==> src/rtl/counter_sched_pkg.sv <==
// Shared types and default widths for the counter scheduler.
// State encodings are fixed because they appear in waveform and debug tooling.
package counter_sched_pkg;

    typedef enum logic [1:0] {
        ST_IDLE  = 2'd0,
        ST_CLEAR = 2'd1,
        ST_RUN   = 2'd2,
        ST_DONE  = 2'd3
    } state_e;

    localparam int DEF_NREQ  = 4;
    localparam int DEF_LEN_W = 8;
    localparam int DEF_PRE_W = 4;

endpackage

==> src/rtl/counter_sched_rr_arbiter.sv <==
// Combinational round-robin picker: the first set request after last_owner_i
// wins, so the most recent owner ends up with the lowest priority.
module rr_arbiter
    import counter_sched_pkg::*;
#(
    parameter int NREQ = DEF_NREQ
) (
    input  logic [NREQ-1:0]         req_i,
    input  logic [$clog2(NREQ)-1:0] last_owner_i,
    output logic [NREQ-1:0]         pick_o,
    output logic [$clog2(NREQ)-1:0] idx_o
);

    localparam int IDX_W = $clog2(NREQ);

    logic found;
    int   cand;

    always_comb begin
        pick_o = '0;
        idx_o  = '0;
        found  = 1'b0;
        cand   = 0;
        for (int off = 1; off <= NREQ; off++) begin
            cand = int'(last_owner_i) + off;
            if (cand >= NREQ) begin
                cand = cand - NREQ;
            end
            if (!found && req_i[cand]) begin
                found        = 1'b1;
                pick_o[cand] = 1'b1;
                idx_o        = IDX_W'(cand);
            end
        end
    end

endmodule

==> src/rtl/counter_sched.sv <==
// Shares one external counter among NREQ requesters: round-robin grant, counter
// clear, len prescaled enable pulses, then a done pulse back to the owner.
module counter_sched
    import counter_sched_pkg::*;
#(
    parameter int NREQ  = DEF_NREQ,
    parameter int LEN_W = DEF_LEN_W,
    parameter int PRE_W = DEF_PRE_W
) (
    input  logic                    clk_i,
    input  logic                    rst_i,
    input  logic [NREQ-1:0]         req_i,
    input  logic [NREQ*LEN_W-1:0]   len_i,
    input  logic [PRE_W-1:0]        prescale_i,
    input  logic                    abort_i,
    output logic [NREQ-1:0]         gnt_o,
    output logic [$clog2(NREQ)-1:0] owner_o,
    output logic                    busy_o,
    output logic                    cnt_clr_o,
    output logic                    cnt_en_o,
    output logic [NREQ-1:0]         done_o
);

    localparam int IDX_W = $clog2(NREQ);

    state_e             state_q, state_d;
    logic [IDX_W-1:0]   owner_q, owner_d;
    logic [IDX_W-1:0]   last_owner_q, last_owner_d;
    logic [NREQ-1:0]    owner_oh_q, owner_oh_d;
    logic [LEN_W-1:0]   remaining_q, remaining_d;
    logic [PRE_W-1:0]   pre_cnt_q, pre_cnt_d;
    logic [PRE_W-1:0]   pre_lim_q, pre_lim_d;

    logic [NREQ-1:0]    gnt_q, gnt_d, done_q, done_d;
    logic [IDX_W-1:0]   owner_out_q, owner_out_d;
    logic               busy_q, busy_d, cnt_clr_q, cnt_clr_d, cnt_en_q, cnt_en_d;

    logic [NREQ-1:0]    pick;
    logic [IDX_W-1:0]   pick_idx;
    logic               owner_req;

    rr_arbiter #(.NREQ(NREQ)) u_arb (
        .req_i        (req_i),
        .last_owner_i (last_owner_q),
        .pick_o       (pick),
        .idx_o        (pick_idx)
    );

    assign owner_req = req_i[owner_q];

    // cnt_en_q marks the cycle in which the current pulse is on the pin, so the
    // run bookkeeping advances on it and the next pulse is decided one cycle ahead.
    always_comb begin
        state_d      = state_q;
        owner_d      = owner_q;
        last_owner_d = last_owner_q;
        owner_oh_d   = owner_oh_q;
        remaining_d  = remaining_q;
        pre_cnt_d    = pre_cnt_q;
        pre_lim_d    = pre_lim_q;

        case (state_q)
            ST_IDLE: begin
                pre_cnt_d = '0;
                if (!abort_i && (|req_i)) begin
                    owner_d      = pick_idx;
                    owner_oh_d   = pick;
                    last_owner_d = pick_idx;
                    remaining_d  = len_i[int'(pick_idx)*LEN_W +: LEN_W];
                    pre_lim_d    = prescale_i;
                    state_d      = ST_CLEAR;
                end
            end
            ST_CLEAR: begin
                pre_cnt_d = '0;
                if (abort_i || !owner_req) begin
                    state_d = ST_IDLE;
                end else if (remaining_q == '0) begin
                    state_d = ST_DONE;
                end else begin
                    state_d = ST_RUN;
                end
            end
            ST_RUN: begin
                if (abort_i || !owner_req) begin
                    state_d = ST_IDLE;
                end else if (cnt_en_q) begin
                    pre_cnt_d   = '0;
                    remaining_d = remaining_q - LEN_W'(1);
                    if (remaining_q == LEN_W'(1)) begin
                        state_d = ST_DONE;
                    end
                end else begin
                    pre_cnt_d = pre_cnt_q + PRE_W'(1);
                end
            end
            default: begin
                state_d = ST_IDLE;
            end
        endcase

        busy_d      = (state_d != ST_IDLE);
        gnt_d       = busy_d ? owner_oh_d : '0;
        owner_out_d = busy_d ? owner_d : '0;
        cnt_clr_d   = (state_d == ST_CLEAR);
        cnt_en_d    = (state_d == ST_RUN) && (pre_cnt_d == pre_lim_d);
        done_d      = (state_d == ST_DONE) ? owner_oh_d : '0;
    end

    always_ff @(posedge clk_i or posedge rst_i) begin
        if (rst_i) begin
            state_q      <= ST_IDLE;
            owner_q      <= '0;
            last_owner_q <= IDX_W'(NREQ - 1);
            owner_oh_q   <= '0;
            remaining_q  <= '0;
            pre_cnt_q    <= '0;
            pre_lim_q    <= '0;
            gnt_q        <= '0;
            owner_out_q  <= '0;
            busy_q       <= 1'b0;
            cnt_clr_q    <= 1'b0;
            cnt_en_q     <= 1'b0;
            done_q       <= '0;
        end else begin
            state_q      <= state_d;
            owner_q      <= owner_d;
            last_owner_q <= last_owner_d;
            owner_oh_q   <= owner_oh_d;
            remaining_q  <= remaining_d;
            pre_cnt_q    <= pre_cnt_d;
            pre_lim_q    <= pre_lim_d;
            gnt_q        <= gnt_d;
            owner_out_q  <= owner_out_d;
            busy_q       <= busy_d;
            cnt_clr_q    <= cnt_clr_d;
            cnt_en_q     <= cnt_en_d;
            done_q       <= done_d;
        end
    end

    assign gnt_o     = gnt_q;
    assign owner_o   = owner_out_q;
    assign busy_o    = busy_q;
    assign cnt_clr_o = cnt_clr_q;
    assign cnt_en_o  = cnt_en_q;
    assign done_o    = done_q;

endmodule
==> config.mk <==
export PLATFORM = sky130hd
export DESIGN_NAME = counter_sched
export DESIGN_NICKNAME = d
export VERILOG_FILES = /design/src/rtl/counter_sched_pkg.sv /design/src/rtl/counter_sched_rr_arbiter.sv /design/src/rtl/counter_sched.sv
export SDC_FILE = /design/constraint.sdc
export NUM_CORES = 1
export LEC_CHECK = 0
export BUFFER_PORTS_ARGS = -buffer_cell sky130_fd_sc_hd__buf_4
export CAP_MARGIN = 20
export CORE_MARGIN = 4
export CORE_UTILIZATION = 50
export DETAILED_ROUTE_END_ITERATION = 10
export GPL_TIMING_DRIVEN = 0
export MAX_ROUTING_LAYER = met4
export PLACE_DENSITY = 0.83
export SLEW_MARGIN = 5
export SYNTH_ARGS = -nofsm -noshare
export SYNTH_HDL_FRONTEND = slang
export SYNTH_SLANG_ARGS = --single-unit
==> constraint.sdc <==
create_clock -name clk_i -period 4.2 [get_ports clk_i]
set_input_delay 0.21 -clock clk_i [delete_from_list [all_inputs] [get_ports clk_i]]
set_output_delay 0.21 -clock clk_i [all_outputs]
set_load 0.02 [all_outputs]
# == After elaboration in Yosys (flattened, before gate mapping) ==
# Cells that the tools add are included.
# Widths: inputs -> output; s select.
# totals
n_memories,0
latchBits,0
ram_bits,0
wordCells,133
output_inout_bits,13
regBits,39
input_bits,43
rom_bits,0
# classes
reduce_logical,23
n_mul,0
n_eq_ne,10
muxes,60
div,0
bitwise_logic,3
n_shift,1
order_cmp,13
addsub,10
# op_table
operator,n
$ge 32x1->1 const B,4
$ge 32x4->1 const B,4
$lt 32x4->1 const B,4
$mux 32,4
$sub 32x4->32 const B,4
$mux 4,12
$shiftx 32x6->8,1
$mux 2,12
$mux 8,3
$mux 1,17
$pmux 8 s2,1
$or 4x4->4,3
$bmux 1 s2,5
$logic_and 1x1->1,9
$demux 1 s2,4
$eq 8x1->1 const B,1
$logic_not 8->1,1
$pmux 4 s2,1
$sub 8x1->8 const B,1
$add 2x2->3 const B,2
$eq 2x2->1 const B,3
$ne 2x2->1 const B,3
$pmux 2 s3,1
$logic_not 1->1,5
other kinds (13),15

# == Logic depth before layout (Yosys ltp) ==
# Gate-level depths: netlist (run 1).
# logic_depth
word_depth,19
ltp_mapped,12
mapped_depth_nobuf,8

# == By module ==
# Synthesis (run 1) repeated with hierarchy kept, for this count alone.
# unflattened
cells_unflattened,259
area_unflattened_um2,2513.7
# modules_own_cells
mod,n_inst,area_each_um2,cells_each,seq_area_each_um2
counter_sched,1,2045.7,203,978.4
rr_arbiter,1,467.9,56,0.0

# == Worst setup path after synthesis (run 1) ==
# Ideal clock, no wire load.
# synth_timing
kind,reg-to-reg
from,reg last_owner_q[0]
to,reg remaining_q[4]
path_buffers,3
period_less_slack_ps,3053
stages_incl_launch_ff,12
arrival_ps,2935
slack_ps,1147
setup_time_ps,118
required_time_ps,4082
path_cell_list,dfstp_2 buf_2 buf_2 inv_1 ha_1 buf_2 mux4_2 and2b_4 o31ai_2 a31oi_4 a211o_1 a21o_1
# synth_between
elab_chain_cells,19
word_cells_on_any_way,44
classes_between,add/sub: 8; order compare: 4; shift: 1; mux: 25; reduce/logical: 6
# synth_lines
element,line_no,text
start: declaration,counter_sched.sv:28,"logic [IDX_W-1:0] last_owner_q, last_owner_d;"
start signal: assignment,counter_sched.sv:114,last_owner_q <= IDX_W'(NREQ - 1);
start signal: assignment,counter_sched.sv:128,last_owner_q <= last_owner_d;
$add 2x1->3,counter_sched_rr_arbiter.sv:25,cand = int'(last_owner_i) + off;
$sub 32x4->32 / $ge 32x4->1 (equally long branches),"counter_sched_rr_arbiter.sv:27, counter_sched_rr_arbiter.sv:26",
$mux 32,counter_sched_rr_arbiter.sv:26,if (cand >= NREQ) begin
$bmux 1 s2,counter_sched_rr_arbiter.sv:29,if (!found && req_i[cand]) begin
$mux 1 (implied by the code) (2 in a row),counter_sched_rr_arbiter.sv:29,
$mux 1,counter_sched_rr_arbiter.sv:29,
$logic_not 1->1,counter_sched_rr_arbiter.sv:29,
$logic_and 1x1->1,counter_sched_rr_arbiter.sv:29,
[2 not listed],n/a,
$logic_and 1x1->1,counter_sched_rr_arbiter.sv:29,
$mux 1,counter_sched_rr_arbiter.sv:29,
$logic_not 1->1,counter_sched_rr_arbiter.sv:29,
$logic_and 1x1->1,counter_sched_rr_arbiter.sv:29,
$mux 2 *,counter_sched_rr_arbiter.sv:29,
$shiftx 32x6->8 *,counter_sched.sv:69,remaining_d = len_i[int'(pick_idx)*LEN_W +: LEN_W];
$mux 8 *,counter_sched.sv:65,if (!abort_i && (|req_i)) begin
$pmux 8 s2 *,counter_sched.sv:62,case (state_q)
end signal: assignment,counter_sched.sv:130,remaining_q <= remaining_d;
end: declaration,counter_sched.sv:30,"logic [LEN_W-1:0] remaining_q, remaining_d;"
# Every way passes the cells marked *; elsewhere a longest branch is shown, timed or not. The select of a mux whose other input is x is not followed.
# A chain may end at the register's enable or synchronous reset.

# == Worst setup path in the final report (run 1) ==
# Same ends and word-level chain as after synthesis.

==> results of run 1 <==
## through the flow
step	hold slack [ns]	util, %
after CTS	0.0907	63.6
after global routing	0.0985	63.6
after detailed placement	0.404	61.8
final	0.0643	63.6
after global placement	0.406	61.8
after floorplan	0.315	-
## area by class of cell
cell class,instances,area [sq um]
tap,70,87.6
buffer,18,92.6
sequential,39,978
clock buffer,5,68.8
multi-input combinational,206,1540
inverter,18,67.6
timing repair buffer,55,413
fill,454,1870
clock inverter,3,23.8
## cell families after synthesis
| kind of cell | synth area share (%) |
|---|---|
| xor+xnor | 1.64 |
| buf+inv | 5.98 |
| flops | 36.6 |
| simple gates | 18.0 |
| fa+ha+maj | 5.61 |
| mux | 12.9 |
| compound gates | 19.4 |
## worst paths after layout
check | from | to | cells after the start
min in group clk_i | prescale_i[0] | pre_lim_q[0] | 3
max | last_owner_q[0] | remaining_q[4] | 12
min | rst_i | done_o[2] | 2
min reg2reg | pre_lim_q[1] | pre_lim_q[1] | 2
max in group asynchronous | rst_i | pre_cnt_q[2] | 2
max reg2reg | last_owner_q[0] | remaining_q[4] | 12
## metal layers
layer / vias to the layer above / share of wire [%] / global-route usage (%) / wire (um)
li1: 1129 / - / - / -
met5: - / 0 / - / 0
met3: 14 / 4.6 / 4.32 / 296
met1: 1138 / 42 / 27.7 / 2750
met2: 52 / 51 / 35.4 / 3310
met4: 0 / 2.1 / 7.09 / 137
## synthesized netlist by cell type (3+ instances only)
library cell | n | area (sq um)
a21o_1 | 6 | 45.0
a21oi_1 | 10 | 50.1
a22oi_1 | 9 | 67.6
buf_2 | 11 | 55.1
clkbuf_1 | 5 | 18.8
dfrtp_1 | 37 | 926
ha_1 | 12 | 150
inv_1 | 16 | 60.1
mux2_2 | 10 | 113
mux2i_1 | 12 | 120
mux4_2 | 5 | 113
nand2_1 | 24 | 90.1
nand2b_1 | 3 | 18.8
nand3_1 | 6 | 30.0
nor2_1 | 27 | 101
nor2b_1 | 3 | 18.8
nor3_1 | 4 | 20.0
nor3b_1 | 3 | 22.5
o211ai_1 | 5 | 37.5
o21ai_0 | 15 | 75.1
o21ai_1 | 5 | 25.0
or3_1 | 4 | 25.0
xnor2_1 | 3 | 26.3
## worst reg2reg max path: stages (launching register included)
cell     delay, ns
dfstp_2       0.60
buf_2         0.20
buf_2         0.26
inv_1         0.13
ha_1          0.31
buf_2         0.19
mux2_2        0.25
o32ai_1       0.09
a21oi_2       0.49
buf_2         0.37
mux2i_1       0.25
a21oi_2       0.09
a21o_1        0.18
## registers in the layout, indices dropped and copies added (netlist names), named ones only
| register | cells |
|---|---|
| done_o | 4 |
| state_q | 2 |
| gnt_o | 4 |
| owner_o | 2 |
| busy_o | 1 |
| owner_q | 2 |
| cnt_clr_o | 1 |
| remaining_q | 8 |
| owner_oh_q | 1 |
| pre_lim_q | 4 |
| last_owner_q | 2 |
| pre_cnt_q | 4 |
| cnt_en_o | 1 |
## power by group
part | total [mW] | switching, mW | leakage [nW] | internal, mW
logic | 1.23 | 0.692 | 0.983 | 0.536
clock network | 0.272 | 0.153 | 0.0408 | 0.119
registers | 0.583 | 0.0844 | 0.493 | 0.499
==> results.md, run 1 <==
GRT:
- Entering global routing, the biggest net connects 40 pins.
- The via count of the first global-routing pass is approximately 2,300.
- The global-route usage over all layers is 21.9%.
- The first global-routing pass estimated 10,800 um of wire.
- The initial antenna violation count is 0.
- The overflow left after global routing is 0.

Setup path:
- Together, buffers and inverters on the worst path number 5.
- The worst setup path is launched from a flip-flop.
- Data on the critical path is required at its endpoint by 4.40 ns.
- Along the worst path, the maximum fanout reaches 10.
- Grouping stages by cell kind, the critical path spends the most delay in buffers and inverters.
- The type of destination of the critical path is a flip-flop.
- Walking the worst path, the cells encountered are buf_2 -> buf_2 -> inv_1 -> ha_1 -> buf_2 -> mux2_2 -> o32ai_1 -> a21oi_2 -> buf_2 -> mux2i_1 -> a21oi_2 -> a21o_1.
- On the critical path, the stage with the largest delay is an instance of dfstp_2.
- The critical path start-end classification is reg2reg.
- The dominant cell type by count on the critical path is buf_2.
- The worst register-to-register path has a setup slack of 0.70 ns.
- The data arrival at the endpoint of the critical path is 3.70 ns.
- The peak per-stage delay on the critical path is 0.60 ns.

Layout:
- The net count of the finished layout is just under 400.
- The leading cell type in the layout, fill and taps excluded is buf_4.
- Relative to the synthesized area, the layout overhead comes to 22.2%.
- The cell area after layout is 3270 sq um.
- The library cells used most frequently in the layout, excluding fill and tap cells, are 56 x buf_4, 37 x dfrtp_1, 27 x nor2_1, 24 x nand2_1.
- The final instance count without filler cells is 414.
- Cells with a size suffix above 1 make up a little under a third of the layout.
- The diode insertion count for antenna repair is 0.

Placement:
- The post-placement cell area is 3180 sq um.
- The detailed-placement wirelength estimate is 4850 um.
- Timing analysis after detailed placement gives a worst setup slack of 0.667 ns.
- The number of cells after detailed placement is about 410.
- Routability-driven placement finished with a final weighted congestion of 0.883.
- The count of input and output buffers is 55.

Flow run:
- Max-cap violations in this run came to 0.

Logic synthesis:
- For this run, the register share of the synthesized area comes to between 30% and 40%.
- The yosys synthesis warning count is 0.
- After synthesis, the mean cell area works out to 9.52 sq um.
- The proportion of register bits with asynchronous set or reset after synthesis is 100%.
- The synthesized design contains 39 register bits.
- For this run, the leading register cell type out of synthesis is dfrtp_1.
- Counting every net in the synthesized netlist gives 336.
- After technology mapping, the gate count stands at ~280.
- Yosys mapped a number of flops with a built-in enable equal to 0.
- The cell area that synthesis handed to floorplanning was 2680 sq um.
- The distinct cell type count after synthesis is 57.

Clock network:
- In this run, post-CTS repair resized a total of 0 instances.
- The number of setup buffers added after CTS is 0.
- Clock tree synthesis inserted a total of 5 buffers.
- The number of hold buffers added after CTS is 0.
- Clock tree synthesis selected as its root buffer the cell clkbuf_8.
- The later-pin clock latency in the skew report is 0.30 ns.
- TritonCTS built the clock tree.
- Clock-pin slew was measured on the worst setup and hold paths at around 0.09 ns.
- The buffer levels on the longest clock path is 2.
- The number of clock sinks seen by CTS is 39.
- The number of levels the H-tree was split into is 2.

Die:
- In this run the vertical extent of the chip is 81.2 um.
- The overall die width is 81.2 um.
- The area of the core region is 5140 sq um.
- The floorplan has 26 rows.
- The starting density of the core is 52.1%.
- The floorplan step defined a die boundary enclosing approximately 6600 sq um.
- 56 I/O pins were placed.

Min path:
- The min-delay analysis places its worst path in the category in2async.

Outcome:
- The flow ran to the end, and the final reports show no timing, DRC or antenna violations.

STA:
- The max-slew violation total from the final report is 0.
- The setup skew after layout is 0.00309 ns.
- The post-route setup TNS is 0 ns.
- The shortest clock period the worst path allows after layout is 3.50 ns.
- The slew at the pin closest to its max-slew limit is ~0.8 ns.
- Setup repair after global routing left no endpoint under its margin.
- The post-route clock period utilization is a little over four fifths.
- Timing would allow up to 286 MHz.
- The setup slack after layout is 0.699 ns.
- The number of failing setup endpoints in the final timing report is 0.
- The relative slew slack is 45.3%.
- The total count of hold-check failures in the final report is 0.

Drt:
- After detailed routing, the number of vias per cell comes to 5.64.
- The violation count after the first detailed-routing iteration is 140.
- The count of antenna-violating nets left after detailed routing is 0.
- After detailed routing, the number of remaining DRC violations is 0.
- The first TritonRoute pass finished after 4 iterations.
- The total routed wirelength is 6500 um.
- In the final routed layout, each cell accounts on average for 15.7 um.
- For this block, the via count after detailed routing is between 2,000 and 2,500.

Pwr:
- IR analysis of the VDD net gives a maximum drop of between 0.3 and 0.4 mV.
- The power per standard cell area is between 600 and 700 nW/um^2.
- The leakage power of the design is 1.52 nW.
- The total power consumption of the routed design is 2.08 mW.
Note: power is estimated with default switching activity, not from simulation.
==> run 2: changes to the inputs <==
Settings changed: ABC_AREA from default to 1, PLACE_DENSITY 0.83 to 0.86.
Clock period 4.2 ns to 2.9 ns, I/O delays scaled along.
==> results.md, run 2 <==
Logic synthesis:
- The distinct cell type count after synthesis is 34.
- The number of nets handed over by synthesis was 428.
- Ranked by instance count, the synthesized netlist is headed by 114 x nand2_1, 48 x nand3_1, 47 x inv_1.
- The share of the synthesized area in the top cell type is 34.9%.
- Of all flip-flops after synthesis, the portion carrying an async set or reset was 100%.
- The library cell occupying the most area in the post-synthesis netlist is dfrtp_1.
- Yosys attributes the largest share of cell area to dfrtp_1 35%, nand2_1 16%, nand3_1 9.1%, inv_1 6.6%, ha_1 5.7%.
- The predominant post-synthesis flop cell is dfrtp_1.
- The number of enable flip-flop cells after synthesis is 0.
- In the post-synthesis netlist, the cell with the most instances is nand2_1.
- Summing the sequential cell areas from Yosys gives 36.9% of the chip area.
- The synthesized design contains 39 register bits.
- For this run, the number of Yosys warnings is 0.
- The mapped cell area is 2650 sq um.
- The count of mapped cells out of synthesis is about 370.
- The mean instance size in the synthesized netlist is 7.11 sq um.

Clock network:
- The clock net in this run drives a total of 39 sinks.
- The cell at the root of the clock tree is clkbuf_8.
- The number of hold buffers added after CTS is 0.
- The buffer levels on the longest clock path is 2.
- CTS built an H-tree with a depth of 2.
- TritonCTS built the clock tree.
- The later pin in the worst-skew pair is clocked with a latency of 0.29 ns.
- Post-CTS timing repair inserted 0 buffers for setup.
- The clock-pin slew of the registers on the worst-case setup and hold paths is approximately 0.07 ns.
- Gates resized during post-CTS repair numbered 0.
- In this run, CTS created clock tree buffers numbering 5.

Setup path:
- The type of destination of the critical path is a flip-flop.
- The worst setup path is of the reg2reg kind.
- The kind of start point of the critical path is a flip-flop.
- At the worst endpoint, the required time is 3.12 ns.
- The data arrival at the endpoint of the critical path is 2.84 ns.
- Of all nets on the critical path, the largest fanout is 11.

Drt:
- The average wire length per cell after detail routing is 12.3 um.
- The violation count after the first detailed-routing iteration is between 200 and 250.
- The detailed-route via count is 2,573.
- The pre-antenna-repair detailed-routing pass consisted of 4 iterations.
- The vias per cell is 5.08.
- The total routed wirelength is between 6000 and 7000 um.
- The count of antenna-violating nets left after detailed routing is 0.
- The DRC violation count after routing is 0.

Placement:
- The placer congestion estimate is approximately 0.93.
- Port buffering added 55 buffers.
- The setup slack at placement is 0.295 ns.
- The detailed-placement wirelength estimate is around 4900 um.

Outcome:
- The flow ran to the end, and the final reports show no timing, DRC or antenna violations.

STA:
- The max-slew violation total from the final report is 0.
- The relative slew slack is between 40% and 50%.
- Static timing analysis puts the maximum clock frequency at between 300 and 400 MHz.
- The slew at the pin closest to its max-slew limit is 0.799 ns.
- Setup violations remaining at the end of the flow were counted as 0.
- The total count of hold-check failures in the final report is 0.
- Across all setup checks in the final design, the least slack found is 0.281 ns.
- Subtracting the final worst setup slack from the clock period gives 2.62 ns.
- The post-route setup TNS is 0 ns.
- The setup skew after layout is 0.00473 ns.
- Setup repair after global routing left no endpoint under its margin.
- The post-route clock period utilization is about nine tenths.

Layout:
- The top cell types in the final layout, fill and taps aside, are 114 x nand2_1, 56 x buf_4, 48 x nand3_1, 46 x inv_1, 37 x dfrtp_1.
- The multi-input combinational cell area is 1430 sq um.
- The relative area change from synthesis to final layout is 22.1%.
- Cells with a size suffix above 1 make up a little over a fifth of the layout.
- The library cell used most frequently in the layout, excluding fill and tap cells, is nand2_1.
- After filler insertion, the fill cell instance count of the layout stands at 475.
- The diode insertion count for antenna repair is 0.
- Measured on the finished design, the core utilization comes to 63.0%.
- The final-stage net count is 490.
- The register with the most flip-flops in the layout has 8 of them.
- The largest register by flop count is remaining_q.
- The sequential cell area is 978 sq um.

GRT:
- The global-route usage over all layers is 20.4%.
- Entering global routing, the biggest net connects 40 pins.
- The initial antenna violation count is 0.
- The via count of the first global-routing pass is 2,333.
- The overflow left after global routing is 0.
- The first global-routing pass estimated between 10,000 and 15,000 um of wire.

Die:
- The area of the core region is 5140 sq um.
- The die boundary height is 80.9 um.
- The total number of placement rows is 26.
- For this configuration, the core starts out at a cell density of 51.6%.
- The floorplan step set the die width to 80.9 um.
- The number of placed I/O pins is 56.
- The floorplan step defined a die boundary enclosing 6540 sq um.

Pwr:
- The maximum VDD drop is 0.635 mV.
- Summed over all cells, the static leakage comes to 1.82 nW.
- The design draws 3.59 mW.
- The power per standard cell area is 1110 nW/um^2.

Min path:
- The path class of the tightest hold or removal check is in2async.

Flow run:
- Across the run, the number of max-cap violations was 0.
## run 2: cell types whose count changed in the layout (fill, tap and decap cells not counted), moves of 8 or more
cell	delta
nand2_1	+90
nand3_1	+42
inv_1	+31
mux2i_1	-12
mux2_2	-10
buf_2	-9
a21oi_1	+8
a22oi_1	-8
## run 2: final cells by class
type | instances | area share, %
timing repair buffer | 55 | 12.7
sequential | 39 | 30.2
inverter | 51 | 6.06
tap | 70 | 2.70
buffer | 7 | 1.47
clock buffer | 6 | 2.24
clock inverter | 2 | 0.425
multi-input combinational | 276 | 44.2
## run 2: final timing paths
check	startpoint	endpoint	slack, ns	cells past startpoint
setup / recovery	last_owner_q[0]	gnt_o[0]	0.28	11
hold / removal	rst_i	gnt_o[0]	0.01	2
setup reg to reg	last_owner_q[0]	gnt_o[0]	0.28	11
hold reg to reg	remaining_q[3]	remaining_q[3]	0.50	2
max in group asynchronous	rst_i	remaining_q[6]	2.38	2
min in group clk_i	prescale_i[1]	pre_lim_q[1]	0.11	3
## run 2: power by group
part | switching (mW) | total, mW | internal, mW
sequential | 0.123 | 0.848 | 0.725
combinational | 1.55 | 2.38 | 0.833
clock | 0.187 | 0.357 | 0.170
total | 1.86 | 3.59 | 1.73
## run 2: metal layers
| metal | routed length [um] | vias up | GRT usage [%] |
|---|---|---|---|
| met2 | 3040 | 65 | 32.4 |
| met4 | 44 | 0 | 5.07 |
| met1 | 2800 | 1186 | 27.4 |
| met5 | 0 | - | - |
| met3 | 355 | 4 | 3.22 |
| li1 | - | 1318 | - |
## run 2: per-stage QoR
stage | hold WS [ns] | instances | area [sq um]
2_1_floorplan | 0.300 | 373 | 2650
3_3_place_gp | 0.400 | 498 | 3150
3_5_place_dp | 0.354 | 498 | 3150
4_1_cts | 0.0367 | 506 | 3240
5_1_grt | 0.0752 | 506 | 3240
6_report | 0.00997 | 506 | 3240
## run 2: kinds of logic (layout without fill, tap and decap cells)
logic type	after synthesis	in the layout	share of synthesized area (%)
compound gates	44	44	9.67
flops	39	39	36.9
fa+ha+maj	12	12	5.66
simple gates	219	219	38.3
buf+inv	58	121	9.19
xor+xnor	1	1	0.330
## run 2: worst max-delay path, stage by stage (launching register included)
cell and delay [ns]:
dfstp_2 0.60, buf_6 0.17, inv_6 0.07, ha_1 0.35
inv_1 0.08, nand3_2 0.10, nand2_4 0.11, nor2_8 0.17
nand3_1 0.21, o2111ai_1 0.35, o21ai_0 0.22, nor2_1 0.12
